## src/rtl/eth_header_parser_pkg.sv

```systemverilog
// Shared Ethernet types, header geometry, ethertypes and parser state encoding.
// No logic; no latency; no backpressure.
package eth_pkg;

   typedef logic [47:0] mac_addr_t;
   typedef logic [15:0] eth_type_t;

   localparam int        ETH_HDR_BYTES = 14;
   localparam mac_addr_t MAC_BROADCAST = 48'hFFFF_FFFF_FFFF;
   localparam eth_type_t ETH_TYPE_IPV4 = 16'h0800;
   localparam eth_type_t ETH_TYPE_ARP  = 16'h0806;

   typedef enum logic [1:0] {
      PS_HEADER  = 2'd0,
      PS_HDR_OUT = 2'd1,
      PS_PAYLOAD = 2'd2,
      PS_DROP    = 2'd3
   } parser_state_e;

   function automatic logic dest_accepted(input mac_addr_t dest, input mac_addr_t local_mac);
      return (dest == local_mac) || (dest == MAC_BROADCAST);
   endfunction

endpackage

```

## src/rtl/eth_header_parser_if.sv

```systemverilog
// Parsed MAC header handoff: valid/ready handshake carrying dest/src MAC and ethertype.
// No latency; Transmitter holds valid and fields stable until ready.
interface ETH_HEADER_IF;
   import eth_pkg::*;

   logic      valid;
   logic      ready;
   mac_addr_t src_mac;
   mac_addr_t dest_mac;
   eth_type_t eth_type;

   modport Transmitter (output valid, src_mac, dest_mac, eth_type, input ready);
   modport Receiver    (input valid, src_mac, dest_mac, eth_type, output ready);

endinterface

```

## src/rtl/eth_header_parser.sv

```systemverilog
// Extracts the 14-byte MAC header then passes payload through; dest filter under ETH_HEADER_PARSER_FILTER_EN.
// Latency: hdr valid 1 cycle after byte 13; payload is combinational pass-through.
// Backpressure: input stalls while the header waits for ready and follows m_axis_tready in payload.
module eth_header_parser
   import eth_pkg::*;
#(
   parameter mac_addr_t LOCAL_MAC = 48'h02_00_00_00_00_01
) (
   input  logic                    clk,
   input  logic                    rst_n,
   input  logic [7:0]              s_axis_tdata,
   input  logic                    s_axis_tvalid,
   output logic                    s_axis_tready,
   input  logic                    s_axis_tlast,
   ETH_HEADER_IF.Transmitter       hdr,
   output logic [7:0]              m_axis_tdata,
   output logic                    m_axis_tvalid,
   input  logic                    m_axis_tready,
   output logic                    m_axis_tlast,
   output logic                    runt_err
);

   localparam logic [1:0] ST_HEADER  = PS_HEADER;
   localparam logic [1:0] ST_HDR_OUT = PS_HDR_OUT;
   localparam logic [1:0] ST_PAYLOAD = PS_PAYLOAD;
`ifdef ETH_HEADER_PARSER_FILTER_EN
   localparam logic [1:0] ST_DROP    = PS_DROP;
`endif

   logic [1:0]   r_state;
   logic [3:0]   r_cnt;
   logic [103:0] r_buf;
   logic         r_in_en;
   logic         r_runt;
   mac_addr_t    r_dest;
   mac_addr_t    r_src;
   eth_type_t    r_type;

   logic         w_s_acc;
   logic         w_hdr_done;
   logic         w_capture;

   assign w_s_acc    = s_axis_tvalid & s_axis_tready;
   assign w_hdr_done = (r_state == ST_HEADER) & w_s_acc & ~s_axis_tlast
                       & (r_cnt == 4'(ETH_HDR_BYTES - 1));
`ifdef ETH_HEADER_PARSER_FILTER_EN
   assign w_capture  = w_hdr_done & dest_accepted(r_buf[103:56], LOCAL_MAC);
`else
   assign w_capture  = w_hdr_done;
`endif

   always_comb begin
      s_axis_tready = 1'b0;
      case (r_state)
         ST_HEADER:  s_axis_tready = r_in_en;
         ST_PAYLOAD: s_axis_tready = m_axis_tready;
`ifdef ETH_HEADER_PARSER_FILTER_EN
         ST_DROP:    s_axis_tready = r_in_en;
`endif
         default:    s_axis_tready = 1'b0;
      endcase
   end

   assign m_axis_tdata  = s_axis_tdata;
   assign m_axis_tvalid = (r_state == ST_PAYLOAD) & s_axis_tvalid;
   assign m_axis_tlast  = (r_state == ST_PAYLOAD) & s_axis_tlast;
   assign hdr.valid     = (r_state == ST_HDR_OUT);
   assign hdr.dest_mac  = r_dest;
   assign hdr.src_mac   = r_src;
   assign hdr.eth_type  = r_type;
   assign runt_err      = r_runt;

   // Bytes 0..12 shift in so byte 0 ends up in the top octet; byte 13 is taken straight from the bus.
   always_ff @(posedge clk or negedge rst_n) begin
      if (!rst_n) begin
         r_state <= ST_HEADER;
         r_cnt   <= 4'd0;
         r_buf   <= '0;
         r_in_en <= 1'b0;
         r_runt  <= 1'b0;
      end else begin
         r_in_en <= 1'b1;
         r_runt  <= 1'b0;
         case (r_state)
            ST_HEADER: begin
               if (w_s_acc) begin
                  r_buf <= {r_buf[95:0], s_axis_tdata};
                  if (s_axis_tlast) begin
                     r_runt <= 1'b1;
                     r_cnt  <= 4'd0;
                  end else if (w_hdr_done) begin
                     r_cnt <= 4'd0;
`ifdef ETH_HEADER_PARSER_FILTER_EN
                     r_state <= w_capture ? ST_HDR_OUT : ST_DROP;
`else
                     r_state <= ST_HDR_OUT;
`endif
                  end else begin
                     r_cnt <= r_cnt + 4'd1;
                  end
               end
            end
            ST_HDR_OUT: begin
               if (hdr.ready) r_state <= ST_PAYLOAD;
            end
            ST_PAYLOAD: begin
               if (w_s_acc && s_axis_tlast) r_state <= ST_HEADER;
            end
`ifdef ETH_HEADER_PARSER_FILTER_EN
            ST_DROP: begin
               if (w_s_acc && s_axis_tlast) r_state <= ST_HEADER;
            end
`endif
            default: r_state <= ST_HEADER;
         endcase
      end
   end

   // Output fields change only when a header is accepted, so runts and dropped frames leave them intact.
   always_ff @(posedge clk or negedge rst_n) begin
      if (!rst_n) begin
         r_dest <= '0;
         r_src  <= '0;
         r_type <= '0;
      end else if (w_capture) begin
         r_dest <= r_buf[103:56];
         r_src  <= r_buf[55:8];
         r_type <= {r_buf[7:0], s_axis_tdata};
      end
   end

endmodule

```

## src/flat_wrapper.sv

```systemverilog
// flat-port wrapper written by rule: the top's interface ports become plain ports
module eth_header_parser_flat import eth_pkg::*;
#(
   parameter mac_addr_t LOCAL_MAC = 48'h02_00_00_00_00_01
)
  (clk, rst_n, s_axis_tdata, s_axis_tvalid, s_axis_tready, s_axis_tlast, m_axis_tdata, m_axis_tvalid, m_axis_tready, m_axis_tlast, runt_err, hdr_valid, hdr_src_mac, hdr_dest_mac, hdr_eth_type, hdr_ready);
  ETH_HEADER_IF hdr_i ();
  input  logic clk;
  input  logic rst_n;
  input  logic [7:0] s_axis_tdata;
  input  logic s_axis_tvalid;
  output logic s_axis_tready;
  input  logic s_axis_tlast;
  output logic [7:0] m_axis_tdata;
  output logic m_axis_tvalid;
  input  logic m_axis_tready;
  output logic m_axis_tlast;
  output logic runt_err;
  output wire logic [$bits(hdr_i.valid)-1:0] hdr_valid;
  output wire logic [$bits(hdr_i.src_mac)-1:0] hdr_src_mac;
  output wire logic [$bits(hdr_i.dest_mac)-1:0] hdr_dest_mac;
  output wire logic [$bits(hdr_i.eth_type)-1:0] hdr_eth_type;
  input wire logic [$bits(hdr_i.ready)-1:0] hdr_ready;
  assign hdr_valid = hdr_i.valid;
  assign hdr_src_mac = hdr_i.src_mac;
  assign hdr_dest_mac = hdr_i.dest_mac;
  assign hdr_eth_type = hdr_i.eth_type;
  assign hdr_i.ready = hdr_ready;
  eth_header_parser #(.LOCAL_MAC(LOCAL_MAC)) u_core (.clk(clk), .rst_n(rst_n), .s_axis_tdata(s_axis_tdata), .s_axis_tvalid(s_axis_tvalid), .s_axis_tready(s_axis_tready), .s_axis_tlast(s_axis_tlast), .hdr(hdr_i), .m_axis_tdata(m_axis_tdata), .m_axis_tvalid(m_axis_tvalid), .m_axis_tready(m_axis_tready), .m_axis_tlast(m_axis_tlast), .runt_err(runt_err));
endmodule
```

## config.mk

```make
export PLATFORM = sky130hd
export DESIGN_NAME = eth_header_parser_flat
export DESIGN_NICKNAME = d
export VERILOG_FILES = /design/src/rtl/eth_header_parser_pkg.sv /design/src/rtl/eth_header_parser_if.sv /design/src/rtl/eth_header_parser.sv /design/src/flat_wrapper.sv
export SDC_FILE = /design/constraint.sdc
export NUM_CORES = 1
export LEC_CHECK = 0
export CORE_MARGIN = 2
export CORE_UTILIZATION = 50
export DETAILED_ROUTE_END_ITERATION = 7
export PLACE_DENSITY = 0.8
export RECOVER_POWER = 100
export SETUP_SLACK_MARGIN = 0.2
export SLEW_MARGIN = 20
export SYNTH_ARGS = -nofsm -noshare
export SYNTH_HDL_FRONTEND = slang
export SYNTH_SLANG_ARGS = --single-unit
```

## constraint.sdc

```tcl
create_clock -name clk -period 2.03 [get_ports clk]
set_clock_uncertainty 0.05 [all_clocks]
set_input_delay 0.406 -clock clk [delete_from_list [all_inputs] [get_ports clk]]
set_output_delay 0.406 -clock clk [all_outputs]
set_load 0.005 [all_outputs]
```

==> impl_metrics.yaml <==
final_layout:
  area_growth_syn_to_layout_pct: 41.21
  layoutNonFillerInstCount: 1179
  drive_gt1_share_pct: 23.88
  layout.nets: 958
  final_util_pct: 72.37
  num_antenna_cells: 0
routing:
  drc: 0
  drtIter0Drc: 417
  wl_met3_um: 1385
  wl_met1_um: 9058
  routedWlPerCell_um: 19.63
  routed_wl_um: 23150
  top_layer: "met4"
  vias: 6197
  routed_via_density: 5.256
  ant_nets: 0
  detail_route.first_pass.iterations: 4
  wl_met2_um: 11980
job:
  max-cap-violations: 0
timing:
  worst_pin_slew_ps: 794.0
  fin_crit_sh_pct: 97.04
  hold_violations: 0
  period_minus_slack_ps: 1970
  fmax_ghz: 0.5077
  slew_viol_final: 0
  setup_viol: 0
  whs_ps: 284.7
  slew_headroom_pct: 47.07
  rsz0062_at_grt: "true"
  worst_slack_ps: 60.18
power:
  p_per_area_nw_per_um2: 1151
  seqPwrFrac_pct: 47.3
  power_switching_mw: 3.963
  clkPwrFrac_pct: 32.8
  p_int_mw: 9.900
  ir_worst_vdd_mv: 0.8269
  switching_share_pct: 28.59
  leakage_nw: 6.492
  combinationalPowerShare_pct: 19.9
critical_path:
  cp.required_ps: 2360
  crit_type: "flip-flop to flip-flop"
  path_buf_inv: 4
  critPathTopFamily: "buffers and inverters"
  slowest_stage: "dfrtp_2"
  r2r_cells: 7
  crit_path_end_kind: "flip-flop"
  cp_cell_sequence: "buf_6 -> nand4bb_4 -> nor3_4 -> buf_6 -> buf_12 -> clkbuf_2 -> mux2_4"
  worst-path-stages: 7
  cp_max_fo: 5
  worstPathArrival_ps: 2300
  worstSetupStartpointType: "flip-flop"
  cp_slowest_stage_delay_ps: 420
  crit_path_frequent_cell: "buf_6"
global_routing:
  grt.total_usage_pct: 22.59
  grt_start_max_net_pins: 61
  antenna_found_initial: 0
  grt_pass1_vias: 6188
  overflow: 0
  grt_pass1_wl_um: 32440
die:
  start_util_pct: 51.25
  placementRows: 47
  dieWidth_um: 134.6
  die_height_um: 134.6
  die_area_um2: 18120
  io_pins: 139
  core_um2: 16640
placement:
  dpl.hpwl_um: 11930
  io_buffers: 138
  dp.cells: 1071
  gp_congestion: 0.7639
  place_ws_ps: -202.4
synthesis:
  synth_nets: 743
  synth_top_area_share_pct: 65.72
  avgSynthCellArea_um2: 11.73
  yosysSeqAreaShare_pct: 65.72
  ys_types: 27
  yosysWarningCount: 0
  synth_top_area_cell: "dfrtp_1"
  netlist_top_cells_area: "dfrtp_1, nand2_1, mux2_1"
  synthesis.area_um2: 8529
  ys_ff_latch: 224
  syn_inst: 727
clock_network:
  clock-sinks: 224
  htreeDepth: 1
  ctsLongestPathBuffers: 3
  clk_pin_slew_ps: 60
  numCtsBuffers: 24
  cts_tree: "yes"
  clock_latency_ps: 500
  root_buffer: "clkbuf_16"
run_status:
  status: "finished clean"
hold_path:
  hold_depth: 3
  hp-class: "primary input to flip-flop"
## sequential cells by signal, indices dropped and copies added, names as in the netlist
| signal | flops |
|---|---|
| u_core.hdr.src_mac | 48 |
| u_core.hdr.dest_mac | 48 |
| u_core.r_cnt | 4 |
| u_core.r_buf | 104 |
| u_core.r_state | 2 |
| u_core.r_in_en | 1 |
| u_core.hdr.eth_type | 16 |
| u_core.runt_err | 1 |
## final cells by class
type,count,area (um2)
sequential,224,5608
inverter,3,11.26
multi-input combinational,455,3017
fill,1102,4598
tap,220,275.3
clock inverter,9,127.6
clock buffer,34,699.4
timing repair buffer,234,2306
## path summary, 6_finish.rpt
path,from,to,slack [ps]
setup / recovery,u_core.r_state[0],u_core.hdr.eth_type[6],60
hold / removal,s_axis_tdata[5],u_core.r_buf[5],280
setup reg to reg,u_core.r_state[0],u_core.hdr.eth_type[6],60
hold reg to reg,u_core.r_buf[101],u_core.r_buf[101],430
max in group asynchronous,rst_n,u_core.r_state[0],390
min in group asynchronous,rst_n,u_core.r_buf[95],360
## routing by layer
layer / GRT usage [%] / vias to the layer above
met1: 29.18 / 3183
li1: - / 2747
met2: 38.58 / 214
met5: 0 / -
met4: 6.550 / 0
met3: 5.105 / 53
## cells by family after synthesis
group / count (synthesis) / share of synthesized area [%]
buffers and inverters: 48 / 3.286
adders and majority gates: 2 / 0.2933
muxes: 113 / 14.90
and+or+nand+nor: 330 / 15.02
other: 1 / 0.04397
AOI/OAI and AO/OA: 9 / 0.7335
DFF: 224 / 65.72
## synth_stat cells
cell type    n
a32oi_1      1
o21ai_0      3
mux2i_1      1
conb_1       1
buf_1        2
nand3_1      2
and2_1       4
o32ai_1      1
nor4bb_1     1
dfrtp_1    224
nor2b_1      3
mux2_2      43
nor3_2       1
nand2_1    315
nor3_1       2
a21o_1       2
buf_4        9
ha_1         2
buf_6        7
nor2_1       1
inv_1        3
a22o_1       1
nand4bb_1    1
clkbuf_1    16
mux2_1      69
buf_2       11
a31oi_1      1
## power by group through the flow
| stage | clock, mW | combinational, mW | sequential, mW |
|---|---|---|---|
| 2_1_floorplan | 0 | 1.12 | 6.24 |
| 3_3_place_gp | 0 | 2.26 | 6.50 |
| 3_5_place_dp | 0 | 2.35 | 6.53 |
| 4_1_cts | 4.56 | 2.48 | 6.47 |
| 5_1_grt | 4.79 | 3.04 | 6.68 |
| 6_report | 4.54 | 2.76 | 6.56 |
## placed cells by master (no fill, tap or decap), types with 5 or more instances in the layout
cell type        netlist  final
buf_4                  9     53
dlygate4sd2_1          0     70
dlygate4sd3_1          0     13
buf_12                 0      5
clkbuf_16              0     30
buf_6                  7     15
mux2_4                 0     83
clkbuf_2               0      5
nand2_1              315    315
mux2_1                69     29
clkdlybuf4s25_1        0     47
clkbuf_1              16      7
buf_16                 0      5
dfrtp_1              224    222
## tightest hold or removal path, cell delays in order
cell and delay [ps]:
dlygate4sd2_1 270, nand2_1 70, nand2_1 60
## through the flow
| step | power [mW] | area [um2] | setup TNS, ps |
|---|---|---|---|
| after floorplan | 7.366 | 8529 | 0 |
| after global placement | 8.759 | 10330 | -18580 |
| after detailed placement | 8.875 | 10330 | -19030 |
| after CTS | 13.51 | 11580 | 0 |
| after global routing | 14.51 | 12040 | 0 |
| final | 13.86 | 12040 | 0 |
## what timing repair did
| item | in CTS | in global routing |
|---|---|---|
| setup buffers | 28 | 20 |
| gates resized for setup | 132 | 161 |
| hold buffers | 1 | 0 |
| pin swaps | 2 | 4 |
| cloned | 5 | 11 |
| endpoints found under the hold margin | 49 | 0 |
| setup endpoints to repair | 184 | 170 |
No activity file was read; power rests on OpenSTA's default activity.
